## src/rtl/noc_local_receiver.sv

```systemverilog
// NoC local-port receiver: accepts ejected flits, reassembles packets, checks
// destination / ordering / length / payload and reports per-packet status,
// saturating counters and sticky error flags.
module noc_local_receiver #(
  parameter int unsigned X_ID      = 0,
  parameter int unsigned Y_ID      = 0,
  parameter int unsigned Ready_Gap = 0,
  parameter int unsigned Cnt_Width = 16
) (
  input  logic                 noc_clk,
  input  logic                 noc_rst,
  input  logic                 flit_valid,
  input  logic [31:0]          flit_data,
  output logic                 flit_ready,
  input  logic                 err_clr,
  output logic                 pkt_done,
  output logic                 pkt_ok,
  output logic [3:0]           pkt_src_x,
  output logic [3:0]           pkt_src_y,
  output logic [7:0]           pkt_seq,
  output logic [Cnt_Width-1:0] pkt_cnt,
  output logic [Cnt_Width-1:0] err_pkt_cnt,
  output logic [3:0]           err_flags
);

  localparam logic [3:0]     XId    = X_ID[3:0];
  localparam logic [3:0]     YId    = Y_ID[3:0];
  localparam int unsigned    GapM1  = (Ready_Gap > 0) ? Ready_Gap - 1 : 0;
  localparam logic [15:0]    GapLd  = 16'(GapM1);
  localparam logic [Cnt_Width-1:0] CntOne = Cnt_Width'(1);

  localparam logic [1:0] TyBody = 2'b00;
  localparam logic [1:0] TyHead = 2'b01;
  localparam logic [1:0] TyTail = 2'b10;

  // Error bit positions: [0] dest, [1] order, [2] payload, [3] length
  typedef enum logic [1:0] {StIdle, StRecv, StGap} state_e;

  state_e      state_q, state_d;
  logic [5:0]  idx_q, idx_d;
  logic [3:0]  src_x_q, src_x_d;
  logic [3:0]  src_y_q, src_y_d;
  logic [7:0]  seq_q, seq_d;
  logic [5:0]  len_q, len_d;
  logic [3:0]  pkt_err_q, pkt_err_d;
  logic [15:0] gap_q, gap_d;
  // Pending report: a head+tail that arrived while abandoning a packet
  logic        pend_q, pend_d;
  logic        pend_ok_q, pend_ok_d;
  logic [3:0]  pend_sx_q, pend_sx_d;
  logic [3:0]  pend_sy_q, pend_sy_d;
  logic [7:0]  pend_seq_q, pend_seq_d;

  // Flit field decode
  logic [1:0]  typ;
  logic [3:0]  f_sx, f_sy, f_dx, f_dy;
  logic [5:0]  f_len;
  logic [7:0]  f_seq;
  logic        xfer;
  logic        pl_err;
  logic [3:0]  hd_err;

  logic        rep_valid, rep_ok;
  logic [3:0]  rep_sx, rep_sy;
  logic [7:0]  rep_seq;
  logic [3:0]  new_err;
  logic        start_head, finish;
  logic        lerr;
  logic [3:0]  fl_err;

  assign typ   = flit_data[31:30];
  assign f_sx  = flit_data[29:26];
  assign f_sy  = flit_data[25:22];
  assign f_dx  = flit_data[21:18];
  assign f_dy  = flit_data[17:14];
  assign f_len = flit_data[13:8];
  assign f_seq = flit_data[7:0];

  assign flit_ready = (state_q != StGap) && !pend_q;
  assign xfer       = flit_valid && flit_ready;

  // Body/tail payload must echo the captured header and the flit index
  assign pl_err = flit_data[29:0] != {src_x_q, src_y_q, seq_q, 8'd0, idx_q};

  // Errors detectable from a head or head+tail flit alone
  always_comb begin
    hd_err    = 4'b0000;
    hd_err[0] = {f_dx, f_dy} != {XId, YId};
    if (typ == TyHead) hd_err[3] = f_len < 6'd2;
    else               hd_err[3] = f_len != 6'd1;
  end

  // Next-state, report and error-event decode
  always_comb begin
    state_d    = state_q;
    idx_d      = idx_q;
    src_x_d    = src_x_q;
    src_y_d    = src_y_q;
    seq_d      = seq_q;
    len_d      = len_q;
    pkt_err_d  = pkt_err_q;
    gap_d      = gap_q;
    pend_d     = 1'b0;
    pend_ok_d  = pend_ok_q;
    pend_sx_d  = pend_sx_q;
    pend_sy_d  = pend_sy_q;
    pend_seq_d = pend_seq_q;
    rep_valid  = 1'b0;
    rep_ok     = 1'b0;
    rep_sx     = src_x_q;
    rep_sy     = src_y_q;
    rep_seq    = seq_q;
    new_err    = 4'b0000;
    start_head = 1'b0;
    finish     = 1'b0;
    lerr       = 1'b0;
    fl_err     = 4'b0000;

    if (pend_q) begin
      rep_valid = 1'b1;
      rep_ok    = pend_ok_q;
      rep_sx    = pend_sx_q;
      rep_sy    = pend_sy_q;
      rep_seq   = pend_seq_q;
    end

    unique case (state_q)
      StIdle: begin
        if (xfer) begin
          if (typ[0]) start_head = 1'b1;
          else        new_err[1] = 1'b1;
        end
      end
      StRecv: begin
        if (xfer) begin
          unique case (typ)
            TyBody: begin
              lerr      = (idx_q == len_q - 6'd1) || (idx_q == 6'd63);
              fl_err    = {lerr, pl_err, 2'b00};
              new_err   = fl_err;
              pkt_err_d = pkt_err_q | fl_err;
              if (!lerr) idx_d = idx_q + 6'd1;
            end
            TyTail: begin
              lerr      = idx_q != len_q - 6'd1;
              fl_err    = {lerr, pl_err, 2'b00};
              new_err   = fl_err;
              rep_valid = 1'b1;
              rep_ok    = (pkt_err_q | fl_err) == 4'b0000;
              finish    = 1'b1;
            end
            default: begin
              // Head inside a packet: abandon the old one, then start the new one
              new_err[1] = 1'b1;
              rep_valid  = 1'b1;
              rep_ok     = 1'b0;
              start_head = 1'b1;
            end
          endcase
        end
      end
      StGap: begin
        if (gap_q == 16'd0) state_d = StIdle;
        else                gap_d   = gap_q - 16'd1;
      end
      default: state_d = StIdle;
    endcase

    if (start_head) begin
      new_err = new_err | hd_err;
      if (typ == TyHead) begin
        src_x_d   = f_sx;
        src_y_d   = f_sy;
        seq_d     = f_seq;
        len_d     = f_len;
        idx_d     = 6'd1;
        pkt_err_d = hd_err;
        state_d   = StRecv;
      end else begin
        finish = 1'b1;
        if (rep_valid) begin
          // Report slot already taken by the abandoned packet
          pend_d     = 1'b1;
          pend_ok_d  = hd_err == 4'b0000;
          pend_sx_d  = f_sx;
          pend_sy_d  = f_sy;
          pend_seq_d = f_seq;
        end else begin
          rep_valid = 1'b1;
          rep_ok    = hd_err == 4'b0000;
          rep_sx    = f_sx;
          rep_sy    = f_sy;
          rep_seq   = f_seq;
        end
      end
    end

    if (finish) begin
      if (Ready_Gap != 0) begin
        state_d = StGap;
        gap_d   = GapLd;
      end else begin
        state_d = StIdle;
      end
    end
  end

  // State, captured fields, registered report outputs and counters
  always_ff @(posedge noc_clk or posedge noc_rst) begin
    if (noc_rst) begin
      state_q     <= StIdle;
      idx_q       <= '0;
      src_x_q     <= '0;
      src_y_q     <= '0;
      seq_q       <= '0;
      len_q       <= '0;
      pkt_err_q   <= '0;
      gap_q       <= '0;
      pend_q      <= 1'b0;
      pend_ok_q   <= 1'b0;
      pend_sx_q   <= '0;
      pend_sy_q   <= '0;
      pend_seq_q  <= '0;
      pkt_done    <= 1'b0;
      pkt_ok      <= 1'b0;
      pkt_src_x   <= '0;
      pkt_src_y   <= '0;
      pkt_seq     <= '0;
      pkt_cnt     <= '0;
      err_pkt_cnt <= '0;
      err_flags   <= '0;
    end else begin
      state_q    <= state_d;
      idx_q      <= idx_d;
      src_x_q    <= src_x_d;
      src_y_q    <= src_y_d;
      seq_q      <= seq_d;
      len_q      <= len_d;
      pkt_err_q  <= pkt_err_d;
      gap_q      <= gap_d;
      pend_q     <= pend_d;
      pend_ok_q  <= pend_ok_d;
      pend_sx_q  <= pend_sx_d;
      pend_sy_q  <= pend_sy_d;
      pend_seq_q <= pend_seq_d;
      pkt_done   <= rep_valid;
      if (rep_valid) begin
        pkt_ok    <= rep_ok;
        pkt_src_x <= rep_sx;
        pkt_src_y <= rep_sy;
        pkt_seq   <= rep_seq;
        if (pkt_cnt != '1) pkt_cnt <= pkt_cnt + CntOne;
        if (!rep_ok && (err_pkt_cnt != '1)) err_pkt_cnt <= err_pkt_cnt + CntOne;
      end
      // A fresh error in the clearing cycle survives the clear
      err_flags <= (err_clr ? 4'b0000 : err_flags) | new_err;
    end
  end

endmodule

```

## config.mk

```make
export PLATFORM = sky130hd
export DESIGN_NAME = noc_local_receiver
export DESIGN_NICKNAME = d
export VERILOG_FILES = /design/src/rtl/noc_local_receiver.sv
export SDC_FILE = /design/constraint.sdc
export NUM_CORES = 1
export LEC_CHECK = 0
export CELL_PAD_IN_SITES_DETAIL_PLACEMENT = 2
export CELL_PAD_IN_SITES_GLOBAL_PLACEMENT = 2
export CORE_MARGIN = 1.5
export CORE_UTILIZATION = 35
export DETAILED_ROUTE_END_ITERATION = 8
export DONT_BUFFER_PORTS = 1
export GPL_TIMING_DRIVEN = 1
export PLACE_DENSITY = 0.74
export SLEW_MARGIN = 20
export SYNTH_ARGS = -nofsm -noshare
export SYNTH_HDL_FRONTEND = slang
export SYNTH_SLANG_ARGS = --single-unit
```

## constraint.sdc

```tcl
create_clock -name noc_clk -period 4.1 [get_ports noc_clk]
set_input_delay 0 -clock noc_clk [delete_from_list [all_inputs] [get_ports noc_clk]]
set_output_delay 0 -clock noc_clk [all_outputs]
set_load 0.005 [all_outputs]
```

==> results of run 1 <==
==> Yosys cell counts, types with 3 or more instances <==
master | count | area (µm²)
a211oi_1 | 16 | 120
a21oi_1 | 24 | 120
a22oi_1 | 3 | 22.5
and2_1 | 3 | 18.8
and3_1 | 7 | 43.8
and4_1 | 4 | 35.0
buf_1 | 4 | 15.0
buf_2 | 5 | 25.0
clkbuf_1 | 7 | 26.3
dfrtp_1 | 121 | 3030
ha_1 | 5 | 62.6
inv_1 | 13 | 48.8
mux2_2 | 21 | 236
mux2i_1 | 18 | 180
nand2_1 | 78 | 293
nand2b_1 | 4 | 25.0
nand3_1 | 18 | 90.1
nand3_2 | 4 | 40.0
nand4_1 | 8 | 50.1
nor2_1 | 18 | 67.6
nor2_2 | 3 | 18.8
nor2_4 | 7 | 78.8
nor2b_1 | 19 | 119
nor3_1 | 8 | 40.0
nor3_2 | 3 | 30.0
nor4_1 | 6 | 37.5
o21ai_0 | 7 | 35.0
or3_1 | 4 | 25.0
or4_1 | 4 | 30.0
xnor2_1 | 37 | 324
xor2_1 | 39 | 342
==> worst max-delay path by stage <==
stage	to	slack [ns]	start	depth (start not counted)
final	err_pkt_cnt[1]	1.25	flit_data[17]	7
after CTS	err_pkt_cnt[1]	1.27	flit_data[17]	7
after global placement	err_pkt_cnt[1]	1.39	pend_q	6
after detailed placement	err_pkt_cnt[1]	1.31	len_q[0]	8
after floorplan	err_flags[0]	0.89	noc_rst	1
after global routing	err_pkt_cnt[14]	1.13	flit_data[17]	8
==> per-layer routing <==
layer	part of all wire, %	GRT usage [%]	wire length [µm]	vias to the layer above
met5	0	0	0	-
met4	1.4	5.08	249	0
met3	4.3	6.31	760	20
met2	54	38.2	9540	76
met1	40	23.7	7080	2339
li1	-	-	-	2019
==> placed cells by master (no fill, tap or decap), drive strengths merged, types with 17 or more instances in the layout <==
cell,n
dfrtp,121
nand2,78
xor2,39
xnor2,37
dlygate4sd3,32
nor2,28
a21oi,25
clkbuf,23
mux2,22
nand3,22
nor2b,19
mux2i,18
a211oi,17
==> power by group through the flow <==
stage | Sequential [W] | Clock [W] | Combinational, W
finish | 0.00164 | 0.00155 | 0.000601
global route | 0.00167 | 0.00163 | 0.000683
CTS | 0.00164 | 0.00158 | 0.000611
detailed placement | 0.00166 | 0 | 0.000567
global placement | 0.00164 | 0 | 0.000527
floorplan | 0.00158 | 0 | 0.000462
==> cells by family (layout without fill, tap and decap cells) <==
logic type                 after synthesis  count (layout)  share of synthesized area [%]
buffers and inverters                   33              84                           2.65
muxes                                   40              40                           7.04
and+or+nand+nor                        212             212                           19.7
adders and majority gates                5               5                           1.03
AOI/OAI and AO/OA                       70              70                           8.85
xor gates and xnor gates                76              76                           10.9
DFF                                    121             121                           49.8
==> critical path, delay by kind of cell <==
kind                   cells  cell delay, ns
AND/OR/NAND/NOR            2            0.79
AO/OA/AOI/OAI              2            0.84
buffers and inverters      2            1.12
multiplexers               1            0.38
==> what timing repair did <==
action,in CTS,in global routing
resized for setup,0,0
hold buffers,32,0
endpoints found under the hold margin,126,0
==> final cells by class <==
type,count,area [µm²],share of cell area [%]
Clock buffer,23,488,6.72
Clock inverter,7,116,1.60
Tap cell,225,282,3.88
Inverter,14,55.1,0.758
Sequential cell,121,3030,41.7
Multi-Input combinational cell,403,2910,40.1
Timing Repair Buffer,40,380,5.24
==> flip-flops by register name, indices dropped and copies added (netlist names) <==
register,count
err_pkt_cnt,16
gap_q,16
pkt_cnt,16
pend_seq_q,8
pkt_seq,8
seq_q,8
idx_q,6
len_q,6
err_flags,4
pend_sx_q,4
pend_sy_q,4
pkt_src_x,4
pkt_src_y,4
src_x_q,4
src_y_q,4
pkt_err_q,3
state_q,2
pend_ok_q,1
pend_q,1
pkt_done,1
pkt_ok,1
==> per-stage QoR <==
stage	instance area [µm²]	total power [W]	utilization (%)	setup WS (ns)	hold WS, ns
after floorplan	6080	0.00204	-	0.886	0.105
after global placement	6340	0.00217	37.0	1.39	0.0500
after detailed placement	6340	0.00223	37.0	1.31	0.0711
after CTS	7260	0.00383	42.4	1.27	0.00954
after global routing	7260	0.00399	42.4	1.13	0.0664
final	7260	0.00379	42.4	1.25	0.0340
==> flow_summary.toml, run 1 <==
[power_and_ir_drop]
switchingPower_w = 0.00109
swShare_pct = 28.7
powerDensity_nw_per_um2 = 522
power_frac_comb_pct = 15.9
ir_worst_vdd_v = 0.000288
p_leak_nw = 3.25
intPower_w = 0.00270
p_clk_share_pct = 40.9
seqPwrFrac_pct = 43.3

[job]
cap_violations = 0

[worst_hold_path]
holdPathStages = 4
hold_path_end = "pend_ok_q"
hold_class = "input port to flop"
hp-start = "flit_data[8]"

[clocking]
root_buffer = "clkbuf_16"
clk_pin_slew_worst_paths_ns = 0.06
clkSinkCount = 121
clockBufferDepth = 2
cts_tree = "built"
cts_setup_buffers = 0
insertion_delay_ns = 0.42
cts_made_buffers = 17
htree_levels = 4

[critical_path]
path_cells = "dlygate4sd3_1, or4_1, dlygate4sd3_1, nor2_1, a211oi_2, a21oi_4, mux2_1"
reg2regPathDepth = 8
reg2reg_to = "err_pkt_cnt[1]"
worstPathMaxFanout = 16
cp_common_cell = "dlygate4sd3_1"
crit_type = "input port to flop"
r2r_start = "len_q[0]"
r2r_slack_ns = 1.32
cpPeakStageDelay_ns = 0.67
worst_ep_arrival_time_ns = 3.15
cp.required_ns = 4.39
crit_path_end_kind = "flop"
worst_setup_path_start_kind = "input port"
crit_slowest_cell = "a21oi_4"

[timing]
timing.fmax_mhz = 350
hold_viol_final = 0
final.min_clock_period_ns = 2.85
finalMaxSlewViolations = 0
worstMarginPinSlew_ns = 0.832
maxSlewHeadroom_pct = 44.4
rsz0062_at_grt = "no"
finalSetupTns_ns = 0
skew_ns = 0.00985
min_period_over_period_pct = 69.6
setup_viol = 0

[grt]
antenna_found_initial = 0
grt_use_total_pct = 20.8
grt_pass1_vias = 5246
grt_start_max_net_pins = 62
gr-total-overflow = 0
grt_pass1_wl_um = 28900

[layout]
nets = 638
drive_above_1_share_pct = 15.6
final_cells = 833
num_antenna_cells = 0
areaGrowthSynthToFinish_pct = 19.4
fill_cells = 1780

[synth]
yosysSeqAreaShare_pct = 49.8
synth_area_um2 = 6080
ys_seq_elements = 121
dominantRegCellSynth = "dfrtp_1"
synthesis.nets = 598
syn_area_per_cell_um2 = 10.9
synth_edf_count = 0
synth_cell_types = 65
ys_warn_count = 0
async_reset_ff_share_pct = 100
synthCells = 557

[placed_design]
hpwl_um = 11600
gp_congestion = 0.766
dp_cells = 771
io_buffers = 0

[drt]
drc = 0
routed_via_density = 5.35
post_drt_wl_per_cell_um = 21.2
antenna_left = 0
drt_iter0_markers = 116
first_pass_iters = 4
drt-total-wl_um = 17600
num_vias = 4454

[floorplan]
fp.dieArea_um2 = 18200
initial_core_util_pct = 35.5
die_w_um = 135
pin_count = 91
core_area_um2 = 17100
die_y_um = 135
fp-row-count = 48

[outcome]
outcome = "finished clean"
Note: power is estimated with default switching activity, not from simulation.
==> inputs of run 2 (changes only) <==
--- a/config.mk
+++ b/config.mk
@@ -5,6 +5,7 @@
 export SDC_FILE = /design/constraint.sdc
 export NUM_CORES = 1
 export LEC_CHECK = 0
+export ABC_AREA = 1
 export CELL_PAD_IN_SITES_DETAIL_PLACEMENT = 2
 export CELL_PAD_IN_SITES_GLOBAL_PLACEMENT = 2
 export CORE_MARGIN = 1.5
@@ -12,7 +13,7 @@
 export DETAILED_ROUTE_END_ITERATION = 8
 export DONT_BUFFER_PORTS = 1
 export GPL_TIMING_DRIVEN = 1
-export PLACE_DENSITY = 0.74
+export PLACE_DENSITY = 0.8
 export SLEW_MARGIN = 20
 export SYNTH_ARGS = -nofsm -noshare
 export SYNTH_HDL_FRONTEND = slang
==> constraint.sdc (replaced) <==
create_clock -name noc_clk -period 2.7 [get_ports noc_clk]
set_input_delay 0 -clock noc_clk [delete_from_list [all_inputs] [get_ports noc_clk]]
set_output_delay 0 -clock noc_clk [all_outputs]
set_load 0.005 [all_outputs]
==> flow_summary.toml, run 2 <==
[layout]
final_cells = 1112
drive_above_1_share_pct = 9.74
reg.largest.list = "err_pkt_cnt (16), gap_q (16), pkt_cnt (16)"
num_antenna_cells = 0
fill_cells = 2063
areaGrowthSynthToFinish_pct = 17.6
mostFrequentLayoutCells = "250 x nand2_1, 121 x dfrtp_1, 85 x inv_1"
nets = 912
final_common_cell = "nand2_1"

[synth]
ys_warn_count = 0
synth_edf_count = 0
synth.most_common_cell = "nand2_1"
synthesis.nets = 880
ys_seq_elements = 121
synth_area_leader_cell = "dfrtp_1"
async_reset_ff_share_pct = 100
synth_cell_types = 40
synthCells = 839
syn_area_per_cell_um2 = 7.84
synth_area_um2 = 6580
synth_commonest_cells = "250 x nand2_1, 121 x dfrtp_1, 87 x inv_1"
yosysSeqAreaShare_pct = 46.0
dominantRegCellSynth = "dfrtp_1"
synth_area_leaders = "dfrtp_1 46%, nand2_1 14%, inv_1 5.0%"
synth_top_area_share_pct = 46.0

[timing]
min_period_over_period_pct = 89.7
skew_ns = 0.00982
setup_viol = 0
hold_viol_final = 0
whs_ns = 0.0172
rsz0062_at_grt = "no"
finalMaxSlewViolations = 0
worstMarginPinSlew_ns = 0.921
timing.fmax_mhz = 413
finalSetupTns_ns = 0
maxSlewHeadroom_pct = 38.5
final.min_clock_period_ns = 2.42
setup_ws_ns = 0.278

[critical_path]
crit_slowest_cell = "dfrtp_1"
path_cells = "inv_2, ha_2, xor2_1, nand3_1, nor2_1, nand2_1, nor2_1, nand3_1, nand2_1, nand2_1, nand2_2, nand2_4, nand3_4, nand2_1, nand2_1"
crit_path_end_kind = "flop"
cp_num_buf_inv = 1
cp.required_ns = 3.06
worst_setup_path_start_kind = "flop"
reg2reg_to = "err_pkt_cnt[12]"
r2r_slack_ns = 0.28
reg2regPathDepth = 15
cpLargestDelayFamily = "simple AND/OR/NAND/NOR gates"
cp_common_cell = "nand2_1"
cpPeakStageDelay_ns = 0.40
cp-endpoint = "err_pkt_cnt[12]"
worstSetupStartpoint = "len_q[0]"
crit_type = "flop to flop"
cp.depth = 15
r2r_start = "len_q[0]"
worstPathMaxFanout = 19
worst_ep_arrival_time_ns = 2.78

[clocking]
cts_made_buffers = 17
clockBufferDepth = 2
clk_pin_slew_worst_paths_ns = 0.06
clkSinkCount = 121
insertion_delay_ns = 0.42
cts_tree = "built"
root_buffer = "clkbuf_16"
htree_levels = 4

[drt]
antenna_left = 0
drt_iter0_markers = 217
drt-total-wl_um = 21000
first_pass_iters = 4
post_drt_wl_per_cell_um = 18.9
drc = 0
num_vias = 5827
routed_via_density = 5.24

[power_and_ir_drop]
powerDensity_nw_per_um2 = 747
ir_worst_vdd_v = 0.000445
total_power_w = 0.00578
p_leak_nw = 3.72

[worst_hold_path]
hold_class = "input port to flop"

[placed_design]
dp_cells = 1048
place_ws_ns = 0.277
gp_congestion = 0.873
io_buffers = 0
hpwl_um = 14400

[floorplan]
die_w_um = 140
pin_count = 91
fp.dieArea_um2 = 19600
fp-row-count = 49
core_area_um2 = 18200
initial_core_util_pct = 36.1
die_y_um = 140

[grt]
gr-total-overflow = 0
grt_use_total_pct = 22.6
grt_start_max_net_pins = 103
antenna_found_initial = 0
grt_pass1_vias = 6688
grt_pass1_wl_um = 35100

[outcome]
outcome = "finished clean"

[job]
cap_violations = 0
## run 2: cell count changes in the layout (fill, tap and decap cells not counted), sizes merged, moves of 19 or more
cell | before | now
nand2 | 78 | 272
inv | 13 | 97
o21ai | 7 | 81
nor2 | 28 | 74
a21oi | 25 | 4
mux2 | 22 | 1
xnor2 | 37 | 16
nor2b | 19 | 0
## run 2: layer usage
| metal | part of all wire, % | global-route usage, % | wire, µm | vias to the layer above |
|---|---|---|---|---|
| li1 | - | - | - | 2763 |
| met4 | 2.3 | 8.09 | 487 | 0 |
| met3 | 3.4 | 4.55 | 724 | 35 |
| met1 | 43 | 27.6 | 9120 | 2929 |
| met5 | 0 | 0 | 0 | - |
| met2 | 51 | 39.7 | 10700 | 100 |
## run 2: cells by family (layout without fill, tap and decap cells)
kind of cell | Yosys count | in the layout | synth area share (%)
buf+inv | 123 | 166 | 7.80
fa+ha+maj | 5 | 5 | 0.951
flops | 121 | 121 | 46.0
xor+xnor | 50 | 50 | 6.66
simple gates | 434 | 435 | 29.4
compound gates | 104 | 104 | 8.86
mux | 2 | 2 | 0.323
## run 2: per-stage QoR
stage,cell area [µm²],utilization [%]
2_1_floorplan,6580,-
3_3_place_gp,6790,37.3
3_5_place_dp,6790,37.3
4_1_cts,7710,42.4
5_1_grt,7730,42.5
6_report,7730,42.5
## run 2: worst min-delay path by stage
stage | from | endpoint | slack (ns) | cells after the start
after floorplan | flit_data[7] | pend_seq_q[7] | 0.12 | 2
after global placement | noc_rst | gap_q[1] | -0.09 | 1
after detailed placement | noc_rst | gap_q[2] | -0.08 | 1
after CTS | flit_data[9] | pkt_err_q[3] | 0.0005 | 4
after global routing | flit_data[18] | pkt_err_q[0] | 0.01 | 4
final | flit_data[18] | pkt_err_q[0] | 0.02 | 4
## run 2: layout make-up
class,instances,area (µm²),share of cell area (%)
multi-input cells,596,3060,39.5
flip-flops and latches,121,3030,39.2
clock buffers,24,492,6.36
repair buffers,37,383,4.95
inverters,98,372,4.81
well taps,229,287,3.71
clock inverters,7,115,1.49
## run 2: worst reg2reg max path: cells and delay by family, from the launching register on
kind	cells	cell delay [ns]
XOR/XNOR	1	0.15
adder cells (fa/ha/maj)	1	0.29
buffers and inverters	1	0.12
flip-flops	1	0.40
AND/OR/NAND/NOR	12	1.41
## run 2: timing repair
| item | 4_1_cts | 5_1_grt |
|---|---|---|
| hold buffers | 32 | 0 |
| gates resized for setup | 0 | 3 |
| endpoints found under the setup margin | 0 | 16 |
| hold endpoints to repair | 113 | 0 |
| buffers inserted | 0 | 0 |
## run 2: report_power, final
group | internal, W | switching, W
Clock | 0.00154 | 0.000812
Combinational | 0.000359 | 0.000643
Sequential | 0.00213 | 0.000299
==> inputs of run 3 (changes only) <==
--- a/config.mk
+++ b/config.mk
@@ -6,14 +6,16 @@
 export NUM_CORES = 1
 export LEC_CHECK = 0
 export ABC_AREA = 1
+export CAP_MARGIN = 5
 export CELL_PAD_IN_SITES_DETAIL_PLACEMENT = 2
 export CELL_PAD_IN_SITES_GLOBAL_PLACEMENT = 2
 export CORE_MARGIN = 1.5
-export CORE_UTILIZATION = 35
+export CORE_UTILIZATION = 30
 export DETAILED_ROUTE_END_ITERATION = 8
 export DONT_BUFFER_PORTS = 1
 export GPL_TIMING_DRIVEN = 1
-export PLACE_DENSITY = 0.8
+export MAX_ROUTING_LAYER = met4
+export PLACE_DENSITY = 0.71
 export SLEW_MARGIN = 20
 export SYNTH_ARGS = -nofsm -noshare
 export SYNTH_HDL_FRONTEND = slang
==> flow_summary.toml, run 3 (synthesis gave the netlist of run 2 again) <==
[timing]
setup_viol = 0
maxSlewHeadroom_pct = 32.9
skew_ns = 0.0109
setup_ws_ns = 0.320
min_period_over_period_pct = 88.1
hold_viol_final = 0
finalMaxSlewViolations = 0
timing.fmax_mhz = 420
finalSetupTns_ns = 0
worstMarginPinSlew_ns = 1.00
final.min_clock_period_ns = 2.38
rsz0062_at_grt = "no"

[floorplan]
fp.dieArea_um2 = 22800
initial_core_util_pct = 30.9
pin_count = 91
fp-row-count = 53
die_w_um = 151
die_y_um = 151
core_area_um2 = 21300

[clocking]
htree_levels = 4
cts-resized-gates = 0
clk_pin_slew_worst_paths_ns = 0.06
root_buffer = "clkbuf_16"
clkSinkCount = 121
insertion_delay_ns = 0.42
cts_tree = "built"
cts_made_buffers = 17
clockBufferDepth = 2

[layout]
drive_above_1_share_pct = 9.41
mostFrequentLayoutCells = "250 x nand2_1, 121 x dfrtp_1, 86 x inv_1"
fill_cells = 2444
final_cells = 1157
reg.largest.list = "err_pkt_cnt (16), gap_q (16), pkt_cnt (16)"
final_common_cell = "nand2_1"
nets = 915
num_antenna_cells = 0
areaGrowthSynthToFinish_pct = 17.7

[critical_path]
worst_setup_path_start_kind = "flop"
crit_path_end_kind = "flop"
cp.required_ns = 3.05
crit_type = "flop to flop"
worstPathMaxFanout = 18
worst_ep_arrival_time_ns = 2.73
r2r_start = "len_q[0]"
worstSetupStartpoint = "len_q[0]"

[power_and_ir_drop]
powerDensity_nw_per_um2 = 713
power_frac_comb_pct = 17.5
intPower_w = 0.00382
switchingPower_w = 0.00171
total_power_w = 0.00553
p_clk_share_pct = 38.7
seqPwrFrac_pct = 43.8
swShare_pct = 30.9
p_leak_nw = 3.71
ir_worst_vdd_v = 0.000433

[placed_design]
hpwl_um = 14100
dp_cells = 1098
io_buffers = 0
place_ws_ns = 0.339
gp_congestion = 0.741

[grt]
grt_pass1_wl_um = 33500
antenna_found_initial = 0
grt_start_max_net_pins = 79
grt_pass1_vias = 6198
gr-total-overflow = 0
grt_use_total_pct = 19.7

[drt]
num_vias = 5656
antenna_left = 0
drt-total-wl_um = 20200
first_pass_iters = 4
routed_via_density = 4.89
drt_iter0_markers = 210
drc = 0
post_drt_wl_per_cell_um = 17.5

[job]
cap_violations = 0

[outcome]
outcome = "finished clean"

[worst_hold_path]
hold_class = "input port to flop"
hp-start = "flit_data[18]"
[run 3: cell count changes in the layout (fill, tap and decap cells not counted), sizes merged]
cell	change
nand3	-1
buf	+4
clkinv	-1
bufinv	-2
clkinvlp	-1
[run 3: layout make-up]
class / instances / area [µm²] / area share [%]
clock inverters: 3 / 42.5 / 0.549
inverters: 98 / 372 / 4.80
clock buffers: 24 / 492 / 6.35
well taps: 275 / 344 / 4.44
multi-input cells: 595 / 3040 / 39.3
repair buffers: 41 / 425 / 5.49
flip-flops and latches: 121 / 3030 / 39.1
[run 3: repair_timing]
action / in CTS / in global routing
buffers inserted: 0 / 0
hold endpoints to repair: 190 / 0
hold buffers: 32 / 0
[run 3: power by group through the flow]
stage,registers [W],logic (W),clock network (W)
2_1_floorplan,0.00236,0.000723,0
3_3_place_gp,0.00245,0.000881,0
3_5_place_dp,0.00246,0.000926,0
4_1_cts,0.00243,0.000989,0.00220
5_1_grt,0.00248,0.00113,0.00228
6_report,0.00242,0.000965,0.00214
[run 3: metrics by stage]
step	hold slack [ns]	util (%)	area, µm²
after floorplan	0.117	-	6580
after detailed placement	-0.0121	32.4	6890
after global routing	0.0296	36.4	7740
after global placement	-0.0131	32.4	6890
after CTS	0.0130	36.4	7740
final	0.0181	36.4	7740
[run 3: layer usage]
metal	share of wire [%]	global-route usage [%]
met1	47	25.4
met3	4.3	5.15
met2	48	31.2
met4	0.86	3.98
met5	0	-
[run 3: worst max-delay path: stages (launching register included)]
cell,delay (ns)
dfrtp_1,0.38
inv_1,0.15
ha_1,0.24
inv_1,0.05
nand2_1,0.08
nand2_1,0.06
nand2_1,0.07
nand3_1,0.09
nor2_1,0.13
nand2_1,0.06
nor2_1,0.09
nand3_1,0.07
nand2_1,0.07
nand2_1,0.07
nand2_2,0.08
nand2_4,0.16
nand3_4,0.27
nand2_1,0.11
nand2_1,0.08
[run 3: final timing paths]
kind / slack, ns / endpoint / cells after the start
setup / recovery: 0.32 / err_pkt_cnt[14] / 18
hold / removal: 0.02 / pkt_err_q[0] / 4
setup reg to reg: 0.32 / err_pkt_cnt[14] / 18
hold reg to reg: 0.46 / gap_q[14] / 1
max in group asynchronous: 2.11 / pkt_src_y[2] / 3
min in group asynchronous: 0.14 / gap_q[15] / 3
